**config.mk**
```make
export PLATFORM = sky130hd
export DESIGN_NAME = mu_transition_scheduler
export DESIGN_NICKNAME = d
export VERILOG_FILES = /design/src/rtl/mu_transition_scheduler.sv
export SDC_FILE = /design/constraint.sdc
export NUM_CORES = 1
export LEC_CHECK = 0
export BUFFER_PORTS_ARGS = -buffer_cell sky130_fd_sc_hd__buf_2
export CORE_MARGIN = 2
export CORE_UTILIZATION = 39
export CTS_CLUSTER_SIZE = 12
export DETAILED_ROUTE_END_ITERATION = 10
export GPL_ROUTABILITY_DRIVEN = 0
export PLACE_DENSITY = 0.63
export REMOVE_ABC_BUFFERS = 1
export SETUP_SLACK_MARGIN = 0.5
export SLEW_MARGIN = 20
export SYNTH_ARGS = -nofsm -noshare
export SYNTH_HDL_FRONTEND = slang
export SYNTH_SLANG_ARGS = --single-unit
```
**constraint.sdc**
```tcl
create_clock -name clk -period 4.5 [get_ports clk]
set_clock_uncertainty 0.05 [all_clocks]
set_input_delay 0.45 -clock clk [delete_from_list [all_inputs] [get_ports clk]]
set_output_delay 0.45 -clock clk [all_outputs]
set_load 0.005 [all_outputs]
```
**src/rtl/mu_transition_scheduler.sv**
```systemverilog
// mu_transition_scheduler
// Ramps the per-layer MU (integration-step) outputs linearly between the NORMAL
// and MEDITATION tables, one step per update strobe, over a programmable number
// of updates. Each layer uses a Bresenham-style accumulator, so after k updates
// the output is start + sign * floor(k * mag / N) with no divider.
//
// Ports
//   clk, rst_n         : system clock, asynchronous active-low reset
//   clk_en             : one-cycle update strobe; counted only in RAMP
//   req_valid/ready    : transition handshake; ready is high only in IDLE
//   req_state          : 0 = NORMAL, 1 = MEDITATION, other codes rejected
//   ramp_len           : ramp length in updates; < MIN_RAMP jumps immediately
//   req_err            : one-cycle pulse for a rejected request code
//   mu_dt_*            : MU outputs (theta and L6 are constant)
//   active_state       : last completed target state
//   ramping, done      : RAMP indicator, one-cycle completion pulse
//   ramp_count         : updates elapsed in the current ramp
module mu_transition_scheduler #(
  parameter int WIDTH      = 18,
  parameter int MU_NORMAL  = 4,
  parameter int MU_MED_L5B = 2,
  parameter int MU_MED_L5A = 2,
  parameter int MU_MED_L4  = 2,
  parameter int MU_MED_L23 = 2,
  parameter int MIN_RAMP   = 8
) (
  input  logic                    clk,
  input  logic                    rst_n,
  input  logic                    clk_en,
  input  logic                    req_valid,
  input  logic [2:0]              req_state,
  input  logic [19:0]             ramp_len,
  output logic                    req_ready,
  output logic                    req_err,
  output logic signed [WIDTH-1:0] mu_dt_theta,
  output logic signed [WIDTH-1:0] mu_dt_l6,
  output logic signed [WIDTH-1:0] mu_dt_l5b,
  output logic signed [WIDTH-1:0] mu_dt_l5a,
  output logic signed [WIDTH-1:0] mu_dt_l4,
  output logic signed [WIDTH-1:0] mu_dt_l23,
  output logic [2:0]              active_state,
  output logic                    ramping,
  output logic                    done,
  output logic [19:0]             ramp_count
);

  localparam logic signed [WIDTH-1:0] MuNorm = WIDTH'(MU_NORMAL);
  localparam logic signed [WIDTH-1:0] MuL5b  = WIDTH'(MU_MED_L5B);
  localparam logic signed [WIDTH-1:0] MuL5a  = WIDTH'(MU_MED_L5A);
  localparam logic signed [WIDTH-1:0] MuL4   = WIDTH'(MU_MED_L4);
  localparam logic signed [WIDTH-1:0] MuL23  = WIDTH'(MU_MED_L23);
  localparam logic signed [WIDTH-1:0] One    = WIDTH'(1);
  localparam logic [19:0]             MinRamp = 20'(MIN_RAMP);

  typedef enum logic [1:0] {StIdle, StRamp, StDone} state_e;

  state_e                  state_q, state_d;
  logic [19:0]             n_q, n_d;
  logic [19:0]             cnt_q, cnt_d;
  logic [2:0]              act_q, act_d;
  logic [2:0]              tst_q, tst_d;
  logic                    err_q, err_d;
  // Layer index: 0 = L5B, 1 = L5A, 2 = L4, 3 = L23.
  logic signed [WIDTH-1:0] mu_q [4];
  logic signed [WIDTH-1:0] mu_d [4];
  logic signed [WIDTH-1:0] tgt_q [4];
  logic signed [WIDTH-1:0] tgt_d [4];
  logic [19:0]             acc_q [4];
  logic [19:0]             acc_d [4];
  logic [2:0]              mag_q [4];
  logic [2:0]              mag_d [4];
  logic                    dn_q [4];
  logic                    dn_d [4];

  logic signed [WIDTH-1:0] new_tgt [4];
  logic signed [WIDTH-1:0] new_diff [4];
  logic [2:0]              new_mag [4];
  logic [20:0]             sum [4];

  function automatic logic signed [WIDTH-1:0] tgt_of(input logic med, input int layer);
    if (!med) return MuNorm;
    case (layer)
      0:       return MuL5b;
      1:       return MuL5a;
      2:       return MuL4;
      default: return MuL23;
    endcase
  endfunction

  always_comb begin
    for (int i = 0; i < 4; i++) begin
      new_tgt[i]  = tgt_of(req_state[0], i);
      new_diff[i] = new_tgt[i] - mu_q[i];
      new_mag[i]  = new_diff[i][WIDTH-1] ? 3'(-new_diff[i]) : 3'(new_diff[i]);
      // One bit of headroom: acc < N, so acc + mag never wraps.
      sum[i]      = {1'b0, acc_q[i]} + {18'd0, mag_q[i]};
    end
  end

  always_comb begin
    state_d = state_q;
    n_d     = n_q;
    cnt_d   = cnt_q;
    act_d   = act_q;
    tst_d   = tst_q;
    err_d   = 1'b0;
    for (int i = 0; i < 4; i++) begin
      mu_d[i]  = mu_q[i];
      tgt_d[i] = tgt_q[i];
      acc_d[i] = acc_q[i];
      mag_d[i] = mag_q[i];
      dn_d[i]  = dn_q[i];
    end

    unique case (state_q)
      StIdle: begin
        if (req_valid) begin
          if (req_state > 3'd1) begin
            err_d = 1'b1;
          end else if (req_state == act_q) begin
            tst_d   = req_state;
            state_d = StDone;
          end else begin
            tst_d = req_state;
            n_d   = ramp_len;
            cnt_d = '0;
            for (int i = 0; i < 4; i++) begin
              tgt_d[i] = new_tgt[i];
              acc_d[i] = '0;
              mag_d[i] = new_mag[i];
              dn_d[i]  = new_diff[i][WIDTH-1];
            end
            if (ramp_len < MinRamp) begin
              for (int i = 0; i < 4; i++) mu_d[i] = new_tgt[i];
              state_d = StDone;
            end else begin
              state_d = StRamp;
            end
          end
        end
      end
      StRamp: begin
        if (clk_en) begin
          cnt_d = cnt_q + 20'd1;
          for (int i = 0; i < 4; i++) begin
            if (sum[i] >= {1'b0, n_q}) begin
              mu_d[i]  = dn_q[i] ? mu_q[i] - One : mu_q[i] + One;
              acc_d[i] = 20'(sum[i] - {1'b0, n_q});
            end else begin
              acc_d[i] = sum[i][19:0];
            end
          end
          // Final load equals the stepped value; it guards against drift.
          if (cnt_q + 20'd1 == n_q) begin
            for (int i = 0; i < 4; i++) mu_d[i] = tgt_q[i];
            state_d = StDone;
          end
        end
      end
      StDone: begin
        act_d   = tst_q;
        state_d = StIdle;
      end
      default: state_d = StIdle;
    endcase
  end

  always_ff @(posedge clk or negedge rst_n) begin
    if (!rst_n) begin
      state_q <= StIdle;
      n_q     <= '0;
      cnt_q   <= '0;
      act_q   <= '0;
      tst_q   <= '0;
      err_q   <= 1'b0;
      for (int i = 0; i < 4; i++) begin
        mu_q[i]  <= MuNorm;
        tgt_q[i] <= MuNorm;
        acc_q[i] <= '0;
        mag_q[i] <= '0;
        dn_q[i]  <= 1'b0;
      end
    end else begin
      state_q <= state_d;
      n_q     <= n_d;
      cnt_q   <= cnt_d;
      act_q   <= act_d;
      tst_q   <= tst_d;
      err_q   <= err_d;
      for (int i = 0; i < 4; i++) begin
        mu_q[i]  <= mu_d[i];
        tgt_q[i] <= tgt_d[i];
        acc_q[i] <= acc_d[i];
        mag_q[i] <= mag_d[i];
        dn_q[i]  <= dn_d[i];
      end
    end
  end

  assign req_ready    = (state_q == StIdle);
  assign ramping      = (state_q == StRamp);
  assign done         = (state_q == StDone);
  assign req_err      = err_q;
  assign active_state = act_q;
  assign ramp_count   = cnt_q;
  assign mu_dt_theta  = MuNorm;
  assign mu_dt_l6     = MuNorm;
  assign mu_dt_l5b    = mu_q[0];
  assign mu_dt_l5a    = mu_q[1];
  assign mu_dt_l4     = mu_q[2];
  assign mu_dt_l23    = mu_q[3];

endmodule

```
# Word-level counts from Yosys, hierarchy flattened
# Cells that the tools add are included.
# totals
regBits	235
# classes
n_addsub	25
magnitude_cmp	6
n_eq_ne	14
mux	44
n_bitwise	2
n_reduce_logical	10
# op_table
operator	count
$mux 72	6
$mux 80	4
$mux 20	8
$pmux 80 s2	1
$mux 18	8
$pmux 72 s2	1
$add 20x3->21	4
$ge 21x20->1	4
$sub 20x20->20	4
$add 18x2->18 const B	4
$sub 18x2->18 const B	4
$sub 4x18->18	4
$pmux 20 s2	1
$reduce_and 7->1	4
$add 20x1->20 const B	1
$eq 20x20->1	1
$lt 20x4->1 const B	1
$mux 3	5
$mux 2	6
$ne 3x1->1 const B	4
$neg 3->3	4
$ne 2x2->1 const B	4
$reduce_and 4->1	2
$reduce_and 5->1	1
11 further kinds	15

# Longest topological paths before layout
# Gate-level depths: netlist of run 1.
# depth
depth_word	6
depth_mapped	23
mapped_depth_nobuf	20

# Worst setup path before layout of run 1
# Ideal clock, no wire load.
# synth_timing
path_kind	reg-to-reg
startpoint	reg acc_q[20] (netlist bit)
endpoint	reg acc_q[31] (netlist bit)
setup_ns	0.082
arrival_ns	3.958
path_slack_ns	0.409
stages_incl_launch_ff	22
period_less_slack_ns	4.091
cell_sequence	dfrtp_1 > ha_1 > inv_1 > fa_1 > nor2b_1 > o2111ai_1 > nor2_1 > nand4_1 > xnor2_1 > ha_1 > a21o_1 > a21o_1 > a21oi_1 > o21bai_1 > a211o_1 > a221oi_1 > o41ai_1 > clkbuf_1 > buf_2 > nor3_1 > a21oi_1 > o22ai_1
# synth_via
elab_chain_len	5
# synth_rtl
element	line_no	text
from (decl)	68	logic [19:0] acc_q [4];
from (signal, indexed assignment)	193	acc_q[i] <= acc_d[i];
$add 20x3->21 (*)	96	sum[i] = {1'b0, acc_q[i]} + {18'd0, mag_q[i]};
$sub 20x20->20 / $ge 21x20->1 (equally long branches)	148, 146	
$mux 20 (*)	146	if (sum[i] >= {1'b0, n_q}) begin
$mux 80 (*)	143	if (clk_en) begin
$pmux 80 s2 (*)	115	unique case (state_q)
# Mark *: on every way between the ends. The rest lies on a longest branch, timed or not. The select of a mux whose other input is x is not followed.
# A chain may end at the register's enable or synchronous reset.

# Worst setup path in the final report of run 1
# layout_timing
startpoint	reg acc_q[20] (netlist bit)
endpoint	reg mu_q (netlist bit mu_dt_l4[4])
# layout_via
elab_chain_len	4
# layout_rtl
element	line_no	text
$add 20x3->21	96	
$ge 21x20->1	146	
$ne 3x1->1 (no line)	-	
$reduce_and 7->1 (no line)	-	
to (signal, indexed assignment)	177	mu_q[i] <= MuNorm;
to (signal, indexed assignment)	191	mu_q[i] <= mu_d[i];
to (decl)	64	logic signed [WIDTH-1:0] mu_q [4];
# Every way passes these cells.

==> results.ini, run 1 <==
[outcome]
outcome=completed

[power_and_ir_drop]
vdd_drop_max_mv=0.420
p_leak_nw=11.4
powerDensity_mw_per_mm2=877

[floorplanning]
core_mm2=0.0486
start_util_pct=39.3
die_area_mm2=0.0508
die_height_um=225
chipWidth_um=225
rows=81
io_pins=162

[cts]
root_buffer=clkbuf_16
ctsHtreeMaxLevel=1
cts_tree=yes
cts.path.max_buffers=3
clk_pin_slew_ps=60
cts.sinks=219
insertion_delay_ps=570
cts_buffers=29

[layout]
final_common_cell=dfrtp_1
area_growth_syn_to_layout_pct=28.6
mostFrequentLayoutCells=dfrtp_1 (214), nand2_1 (174), ha_1 (160)
stdcell_area_mm2=0.0246
fillers=4445
post-route-util_pct=50.5
final_nets=2713
diodes=0
drive_gt1_share_pct=26.5

[min_path]
hold_path_class=input pin to flop

[worst_setup_path]
setup.worst_path.end=mu_dt_l4[4]$_DFFE_PN0P_
arrival_ps=4660
critPathKind=flop to flop
critPathCaptureType=flop
r2r_cells=19
r2r_end=mu_dt_l4[4]$_DFFE_PN0P_
crit_start=acc_q[20]$_DFFE_PN0P_
critPathLaunchType=flop
rr_startpoint=acc_q[20]$_DFFE_PN0P_
reg2reg_slack_ps=220
cp_max_fo=7
required_ps=4880

[global_routing]
grt_util_met2_pct=36.8
grt_use_met1_pct=28.4
antenna_found_initial=2
grt_first_pass_wirelength_mm=90.1
grt_overflow=0
top_usage_layer=met2
track_usage_pct=21.6
use_met3_pct=2.65
grt_start_max_net_pins=109
grt_pass1_vias=17500

[timing]
slew_violations=0
period_minus_slack_ps=4280
fin_ws_ps=223
setup-violations-final=0
max_slew_margin_pct=33.8
rsz0062_at_grt=yes
hold-worst-slack_ps=59.7
fin_crit_sh_pct=95.0
fin_tns_setup_ps=0
report.final.hold_viol_count=0
max_freq_mhz=234
worst_pin_slew_ps=994

[placement]
dp_hpwl_mm=38.7
port_buffers=125
pre_cts_slack_ps=-111
place_area_mm2=0.0206

[yosys]
synth-seq-area-share_pct=28.7
synthFlopType=dfrtp_1
synthArstFlopShare_pct=100
synth_area_leaders=dfrtp_1 (28%), ha_1 (11%), xnor2_1 (6.4%)
synth_edf_count=0
netlist_instances=2259
yosys.area.top_type=dfrtp_1
synth_top_area_share_pct=28.0
yosysWarnings=0
synthesis.area_mm2=0.0191
synth-seq-cells=219
avgSynthCellArea_um2=8.45
ys_types=80

[detailed_routing]
drtPass1Iterations=5
wl_per_cell_um=18.3
dr.first_iter.drc_count=1227
drt_wl_total_mm=57.5
drc=0
avgViaCountPerCell=5.70
drtAntennaViolNets=0
vias=17900

[run]
drv_cap=0

[power breakdown]
| group | internal [mW] | switching, mW |
|---|---|---|
| clock network | 1.42 | 0.954 |
| registers | 2.67 | 0.997 |
| logic | 7.01 | 8.49 |
[cells by family (layout without fill, tap and decap cells)]
group,count (synthesis),in the layout,share of synthesized area [%]
xor gates and xnor gates,221,221,10.1
adders and majority gates,185,185,12.7
and+or+nand+nor,681,681,17.3
AOI/OAI and AO/OA,661,662,22.2
muxes,61,61,3.36
buffers and inverters,229,459,5.54
other,2,36,0.0393
DFF,219,219,28.7
[how the worst min path moves through the flow]
stage	start	to	cells past startpoint
after detailed placement	tst_q[1]$_DFFE_PN0P_	tst_q[1]$_DFFE_PN0P_	1
after CTS	ramp_len[2]	n_q[2]$_DFFE_PN0P_	2
after global routing	ramp_len[1]	n_q[1]$_DFFE_PN0P_	2
after floorplan	rst_n	acc_q[0]$_DFFE_PN0P_	0
after global placement	tst_q[0]$_DFFE_PN0P_	tst_q[0]$_DFFE_PN0P_	2
final	ramp_len[2]	n_q[2]$_DFFE_PN0P_	2
[metal layers]
| metal | vias up | wire length (um) |
|---|---|---|
| li1 | 8585 | - |
| met1 | 8724 | 24900 |
| met2 | 490 | 28000 |
| met3 | 116 | 2830 |
| met4 | 4 | 1790 |
| met5 | - | 33 |
[synthesized netlist by cell type, types with 28 or more instances]
cell type    n
nand2_1    238
nor2b_1     30
nand3_1     54
inv_1      103
a21oi_1    157
nand4_1     28
o21ai_0    203
xnor2_1    140
nor2_1     131
clkbuf_1    55
dfrtp_1    214
and3_1      31
a21o_1      55
ha_1       169
xor2_1      81
mux2i_1     36
o31ai_1     51
buf_4       42
nor3_1      54
[flip-flops by register name, summed over array words and instances (netlist names), 3 cells and up]
register,cells
mu_dt_l5a,18
dn_q,4
mu_dt_l4,18
n_q,20
mag_q,12
mu_dt_l5b,18
active_state,3
acc_q,80
ramp_count,20
mu_dt_l23,18
tst_q,3
[critical path: stages, from the launching register on]
cell       delay (ps)
dfrtp_1           350
ha_2              190
inv_2              40
fa_2              360
nor2b_4           180
o2111ai_4         150
nor2_2            160
nand4_1           150
xnor2_2           180
ha_1              300
a21o_1            170
a21o_1            170
a21oi_2           160
o21bai_1           90
a211o_1           330
a221oi_4          280
o41ai_4           190
o21bai_4          300
clkbuf_16         250
o41ai_4            80
[area by class of cell]
class | count | area (um^2) | area share, %
clock inverters | 12 | 143 | 0.581
clock buffers | 42 | 815 | 3.32
inverters | 105 | 394 | 1.61
multi-input cells | 1846 | 14500 | 59.0
well taps | 622 | 778 | 3.17
flip-flops and latches | 219 | 5490 | 22.3
repair buffers | 300 | 2450 | 9.97
[through the flow]
step           power, mW  cells
6_report            21.5   3146
5_1_grt             23.2   3146
4_1_cts             19.4   3105
3_5_place_dp        15.5   2986
3_3_place_gp        15.2   2986
2_1_floorplan       12.1   2169
[timing repair]
item / in CTS / in global routing
setup buffers: 54 / 34
cloned: 10 / 7
pin swaps: 68 / 123
hold buffers: 1 / 0
endpoints found under the hold margin: 101 / 0
gates resized for setup: 171 / 319
setup endpoints to repair: 152 / 152
No activity file was read; power rests on OpenSTA's default activity.
==> run 2, diff against run 1 <==
- REMOVE_ABC_BUFFERS: 1 -> default
==> run 2 against run 1 <==
Largest power group unchanged. Hold slack gained 5.3 ps. Setup slack worse by 57 ps. Clock-buffer cell count shrank 6. Die area stayed put. Highest routed layer is now met4. Non-clock buffer count is 13 higher. Largest cell class unchanged.
==> results.ini, run 2 (same netlist as run 1, synthesis figures left out) <==
[cts]
cts_buffers=28  ; -3.4%
cts.sinks=219  ; unchanged
cts.path.max_buffers=3  ; unchanged
insertion_delay_ps=570  ; about the same
root_buffer=clkbuf_16
cts_tree=yes
ctsHtreeMaxLevel=1  ; unchanged
clk_pin_slew_ps=60  ; about the same

[layout]
final_nets=2725  ; +0.44%
multi_input_area_mm2=0.0139  ; -3.8%
drive_gt1_share_pct=25.0  ; -1.5 points
largest_reg_flops=80  ; unchanged
mostFrequentLayoutCells=dfrtp_1 (214), nand2_1 (207), ha_1 (156)
top_register=acc_q
seqCellArea_mm2=0.00549  ; unchanged
diodes=0  ; unchanged
fillers=4465  ; +0.45%
final_common_cell=dfrtp_1
area_growth_syn_to_layout_pct=26.8
fin_cells=3157  ; +0.35%

[timing]
period_minus_slack_ps=4330  ; +56.8 ps
fin_ws_ps=167  ; -56.8 ps
rsz0062_at_grt=yes
report.final.hold_viol_count=0  ; unchanged
setup-violations-final=0  ; unchanged
slew_violations=0  ; unchanged
max_slew_margin_pct=33.8  ; +0.085 points
max_freq_mhz=231  ; -1.3%
fin_crit_sh_pct=96.3  ; +1.3 points
worst_pin_slew_ps=992  ; -1.28 ps

[global_routing]
grt_start_max_net_pins=99  ; -9.2%
use_met3_pct=3.43  ; +0.78 points
grt_first_pass_wirelength_mm=89.9  ; -0.25%
grt_util_met2_pct=35.9  ; -0.96 points
top_usage_layer=met2
grt_use_met1_pct=28.1  ; -0.30 points
track_usage_pct=21.6  ; +0.071 points
antenna_found_initial=0  ; -2
grt_pass1_vias=17200  ; -1.4%
grt_overflow=0  ; unchanged

[floorplanning]
core_mm2=0.0486  ; unchanged
rows=81  ; unchanged
die_area_mm2=0.0508  ; unchanged
chipWidth_um=225  ; unchanged
io_pins=162  ; unchanged
die_height_um=225  ; unchanged
start_util_pct=39.3  ; unchanged

[detailed_routing]
dr.first_iter.drc_count=1044  ; -15%
drc=0  ; unchanged
drtAntennaViolNets=0  ; unchanged
avgViaCountPerCell=5.69  ; -0.16%
wl_per_cell_um=18.6  ; +1.5%
drtPass1Iterations=5  ; unchanged
drt_wl_total_mm=58.6  ; +1.9%
vias=18000  ; +0.19%

[outcome]
outcome=completed

[power_and_ir_drop]
p_switching_mw=10.1  ; -3.4%
p_sw_share_pct=47.4  ; -1.0 points
power.share.sequential_pct=16.9  ; about the same
vdd_drop_max_mv=0.478  ; +14%
p_leak_nw=11.3  ; -0.56%
p_comb_share_pct=70.9  ; -1.1 points
pwr-share-clk_pct=12.2  ; +1.2 points
p_int_mw=11.2  ; +0.71%
powerDensity_mw_per_mm2=878  ; +0.10%

[worst_setup_path]
critPathCaptureType=flop
path_cells=ha_2 -> inv_2 -> fa_2 -> nor2b_4 -> o2111ai_4 -> nor2_4 -> nand4_1 -> xnor2_2 -> ha_1 -> a21o_1 -> a21o_1 -> a21oi_2 -> o21bai_1 -> a211o_1 -> a221oi_4 -> o41ai_4 -> buf_6 -> o21bai_4 -> clkbuf_16 -> o31ai_1
cp_top_family=compound AO/OA/AOI/OAI gates
cp_max_fo=7  ; unchanged
slowest_delay_ps=360  ; about the same
crit_buf_inv=3  ; +1
critPathLaunchType=flop
cpMaxStageDelayCell=fa_2
cpMostUsedCell=a21o_1
required_ps=4890  ; about the same
arrival_ps=4720  ; +60 ps
critPathKind=flop to flop

[placement]
dpl.cell_count=2988  ; +0.067%
dp_hpwl_mm=39.3  ; +1.7%
port_buffers=125  ; unchanged
pre_cts_slack_ps=-21.4  ; +89.4 ps

[run]
drv_cap=0  ; unchanged

[min_path]
hold_path_class=input pin to flop

==> run 2: cell type report <==
type,count,area share (%)
Multi-Input combinational cell,1846,57.6
Tap cell,622,3.21
Inverter,105,1.63
Clock buffer,36,3.27
Sequential cell,219,22.7
Clock inverter,16,1.07
Timing Repair Buffer,313,10.6
==> run 2: final timing paths <==
check	cells after the start	start	slack, ps	end
setup reg to reg	20	mag_q[3]$_DFFE_PN0P_	170	mu_dt_l4[7]$_DFFE_PN0P_
setup / recovery	20	mag_q[3]$_DFFE_PN0P_	170	mu_dt_l4[7]$_DFFE_PN0P_
hold / removal	2	ramp_len[2]	60	n_q[2]$_DFFE_PN0P_
min in group asynchronous	2	rst_n	480	ramp_count[14]$_DFFE_PN0P_
hold reg to reg	2	tgt_q[2]$_DFFE_PN1P_	430	tgt_q[2]$_DFFE_PN1P_
max in group asynchronous	3	rst_n	2870	active_state[2]$_DFFE_PN0P_
==> run 2: power groups by stage <==
stage | Combinational (mW) | Sequential (mW) | Clock, mW
floorplan | 9.00 | 3.32 | 0
global placement | 11.7 | 3.53 | 0
detailed placement | 12.0 | 3.55 | 0
CTS | 13.0 | 3.53 | 2.63
global route | 16.5 | 3.71 | 2.71
finish | 15.1 | 3.60 | 2.59
==> run 2: repair_timing <==
item | in CTS | in global routing
hold buffers | 1 | 0
hold endpoints to repair | 89 | 0
endpoints found under the setup margin | 152 | 152
cloned | 4 | 11
gates resized for setup | 120 | 271
pin swaps | 46 | 99
buffers inserted | 54 | 47
==> run 2: worst register-to-register path: cells and delay by family, from the launching register on <==
family | cells | cell delay, ps
compound gates | 10 | 1820
simple gates | 3 | 510
xor+xnor | 1 | 190
fa+ha+maj | 3 | 850
buf+inv | 3 | 440
flops | 1 | 350
==> run 2: stage by stage <==
step	hold WS [ps]	utilization (%)	cell area, um^2	total power [mW]	TNS [ps]
floorplan	104	-	19300	12.3	0
global placement	410	42.4	20600	15.2	0
detailed placement	422	42.4	20600	15.5	-21.4
CTS	45.3	46.4	22600	19.2	0
global route	65.3	49.8	24200	22.9	-392
finish	65.0	49.8	24200	21.3	0
==> run 2: layer usage <==
layer | part of all wire (%) | up-vias
met4 | 3.4 | 0
li1 | - | 8614
met1 | 44 | 8748
met3 | 5.2 | 126
met5 | 0 | -
met2 | 47 | 465
==> run 3, diff against run 2 <==
- GPL_ROUTABILITY_DRIVEN: 0 -> default
- clock period: 4.5 -> 4.35 ns (I/O delays scaled with it)
==> run 3 against run 2 <==
Wire length decreased by 0.39%. Global-route usage grew 0.28 points. Die area is the same. Via count increased by 0.93%. Final cell count up 0.29%. Register-to-register slack lost 50 ps. Sequential share of layout area is 0.80 points lower. Core utilization increased by 1.8 points. First-iteration DRC count fell by 9.8%. Total power rose by 8.6%. Critical path type unchanged.
==> results.ini, run 3 (same netlist as run 1, synthesis figures left out) <==
[cts]
cts.sinks=219  ; unchanged
cts_buffers=28  ; unchanged
insertion_delay_ps=580  ; about the same
root_buffer=clkbuf_16
clk_pin_slew_ps=60  ; about the same
ctsHtreeMaxLevel=1  ; unchanged
cts_tree=yes
cts.path.max_buffers=3  ; unchanged

[worst_setup_path]
arrival_ps=4620  ; -100 ps
path_cells=ha_2 -> fa_2 -> a21o_1 -> nand4_1 -> buf_4 -> buf_6 -> nor2_4 -> xor2_2 -> ha_2 -> and4_4 -> a221oi_4 -> a21boi_2 -> o21ai_1 -> a221o_1 -> buf_12 -> o21bai_4 -> buf_6 -> clkbuf_16 -> o41ai_2
required_ps=4740  ; -150 ps
critPathCaptureType=flop
reg2reg_slack_ps=120  ; -50 ps
cp_max_fo=8  ; +1
crit_buf_inv=5  ; +2
slowest_delay_ps=380  ; +20 ps
critPathKind=flop to flop
cpMaxStageDelayCell=dfrtp_1
critPathLaunchType=flop
cp_top_family=compound AO/OA/AOI/OAI gates

[timing]
fin_ws_ps=116  ; -51.0 ps
period_minus_slack_ps=4230  ; -99.0 ps
report.final.hold_viol_count=0  ; unchanged
slew_violations=0  ; unchanged
max_slew_margin_pct=39.6  ; +5.8 points
fin_crit_sh_pct=97.3  ; +1.0 points
max_freq_mhz=236  ; +2.3%
worst_pin_slew_ps=906  ; -86.5 ps
hold-worst-slack_ps=42.7  ; -22.3 ps
setup-violations-final=0  ; unchanged
rsz0062_at_grt=yes

[power_and_ir_drop]
p_leak_nw=11.6  ; +2.3%
total_power_mw=23.1  ; +8.6%
vdd_drop_max_mv=0.473  ; -0.98%
powerDensity_mw_per_mm2=920  ; +4.8%

[floorplanning]
io_pins=162  ; unchanged
core_mm2=0.0486  ; unchanged
start_util_pct=39.3  ; unchanged
rows=81  ; unchanged
die_height_um=225  ; unchanged
chipWidth_um=225  ; unchanged
die_area_mm2=0.0508  ; unchanged

[detailed_routing]
wl_met1_mm=25.4  ; -1.5%
dr_wl_met3_mm=2.75  ; -10%
drt_wl_total_mm=58.4  ; -0.39%
wl_per_cell_um=18.5  ; -0.67%
vias=18100  ; +0.93%
avgViaCountPerCell=5.72  ; +0.64%
drc=0  ; unchanged
drtPass1Iterations=6  ; +1
dr.first_iter.drc_count=942  ; -9.8%
highest_layer=met5
drtAntennaViolNets=0  ; unchanged
route.met2.wl_mm=28.4  ; +2.1%

[layout]
final_common_cell=dfrtp_1
mostFrequentLayoutCells=dfrtp_1 (213), nand2_1 (178), ha_1 (151)
final_nets=2735  ; +0.37%
area_growth_syn_to_layout_pct=31.4
diodes=0  ; unchanged
largest_reg_flops=80  ; unchanged
top_register=acc_q
drive_gt1_share_pct=29.2  ; +4.2 points
stdcell_area_mm2=0.0251  ; +3.7%
fin_cells=3166  ; +0.29%

[min_path]
hold_path_class=input pin to flop

[global_routing]
grt_pass1_vias=17800  ; +3.5%
antenna_found_initial=3  ; +3
grt_first_pass_wirelength_mm=91.5  ; +1.8%
track_usage_pct=21.9  ; +0.28 points
grt_start_max_net_pins=101  ; +2.0%
grt_overflow=0  ; unchanged

[placement]
pre_cts_slack_ps=-7.74  ; +13.7 ps
place_area_mm2=0.0208  ; +0.69%
dpl.cell_count=2989  ; +0.033%
gp_congestion=0.893
port_buffers=125  ; unchanged
dp_hpwl_mm=39.0  ; -0.75%

[outcome]
outcome=completed

[run]
drv_cap=0  ; unchanged

run 3: changes by cell type in the layout (fill, tap and decap cells not counted), moves of 9 or more:
cell	delta
nand2_1	-29
o21ai_0	-17
nand2_2	+15
nand2_4	+14
o21ai_2	+13
a21oi_1	-10
xnor2_1	-9
run 3: path summary, 6_finish.rpt:
kind                                                  end            startpoint  depth (start not counted)
worst max-delay path            mu_dt_l5b[11]$_DFFE_PN0P_  mag_q[9]$_DFFE_PN0P_                         19
min in group asynchronous           acc_q[58]$_DFFE_PN0P_                 rst_n                          2
worst max register to register  mu_dt_l5b[11]$_DFFE_PN0P_  mag_q[9]$_DFFE_PN0P_                         19
max in group asynchronous           acc_q[12]$_DFFE_PN0P_                 rst_n                          3
worst min register to register       tgt_q[2]$_DFFE_PN1P_  tgt_q[2]$_DFFE_PN1P_                          2
worst min-delay path                   n_q[0]$_DFFE_PN0P_           ramp_len[0]                          2
run 3: layout make-up:
type | instances | area, um^2
clock buffers | 37 | 786
clock inverters | 14 | 184
fillers | 4370 | 23500
inverters | 105 | 394
multi-input cells | 1846 | 14700
flip-flops and latches | 219 | 5490
well taps | 622 | 778
repair buffers | 323 | 2730
run 3: where the power goes:
part           internal [mW]  switching, mW  total, mW
Clock                   1.50          0.981       2.48
Combinational           7.73           9.14       16.9
Sequential              2.76          0.985       3.74
Total                   12.0           11.1       23.1
run 3: layer usage:
metal | track usage (%) | up-vias
li1 | - | 8644
met1 | 28.5 | 8885
met2 | 37.7 | 467
met3 | 2.80 | 118
met4 | 7.07 | 6
met5 | 0 | -
run 3: what timing repair did:
| action | CTS | global route |
|---|---|---|
| setup buffers | 66 | 41 |
| gates cloned | 11 | 7 |
| hold endpoints to repair | 92 | 0 |
| pin swaps | 105 | 110 |
| setup endpoints to repair | 152 | 152 |
| gates resized for setup | 227 | 309 |
| hold buffers | 1 | 0 |
run 3: per-stage QoR:
step           util, %  setup TNS [ps]
2_1_floorplan        -               0
3_3_place_gp      42.7               0
3_5_place_dp      42.7           -15.5
4_1_cts           47.8               0
5_1_grt           51.6           -1600
6_report          51.6               0
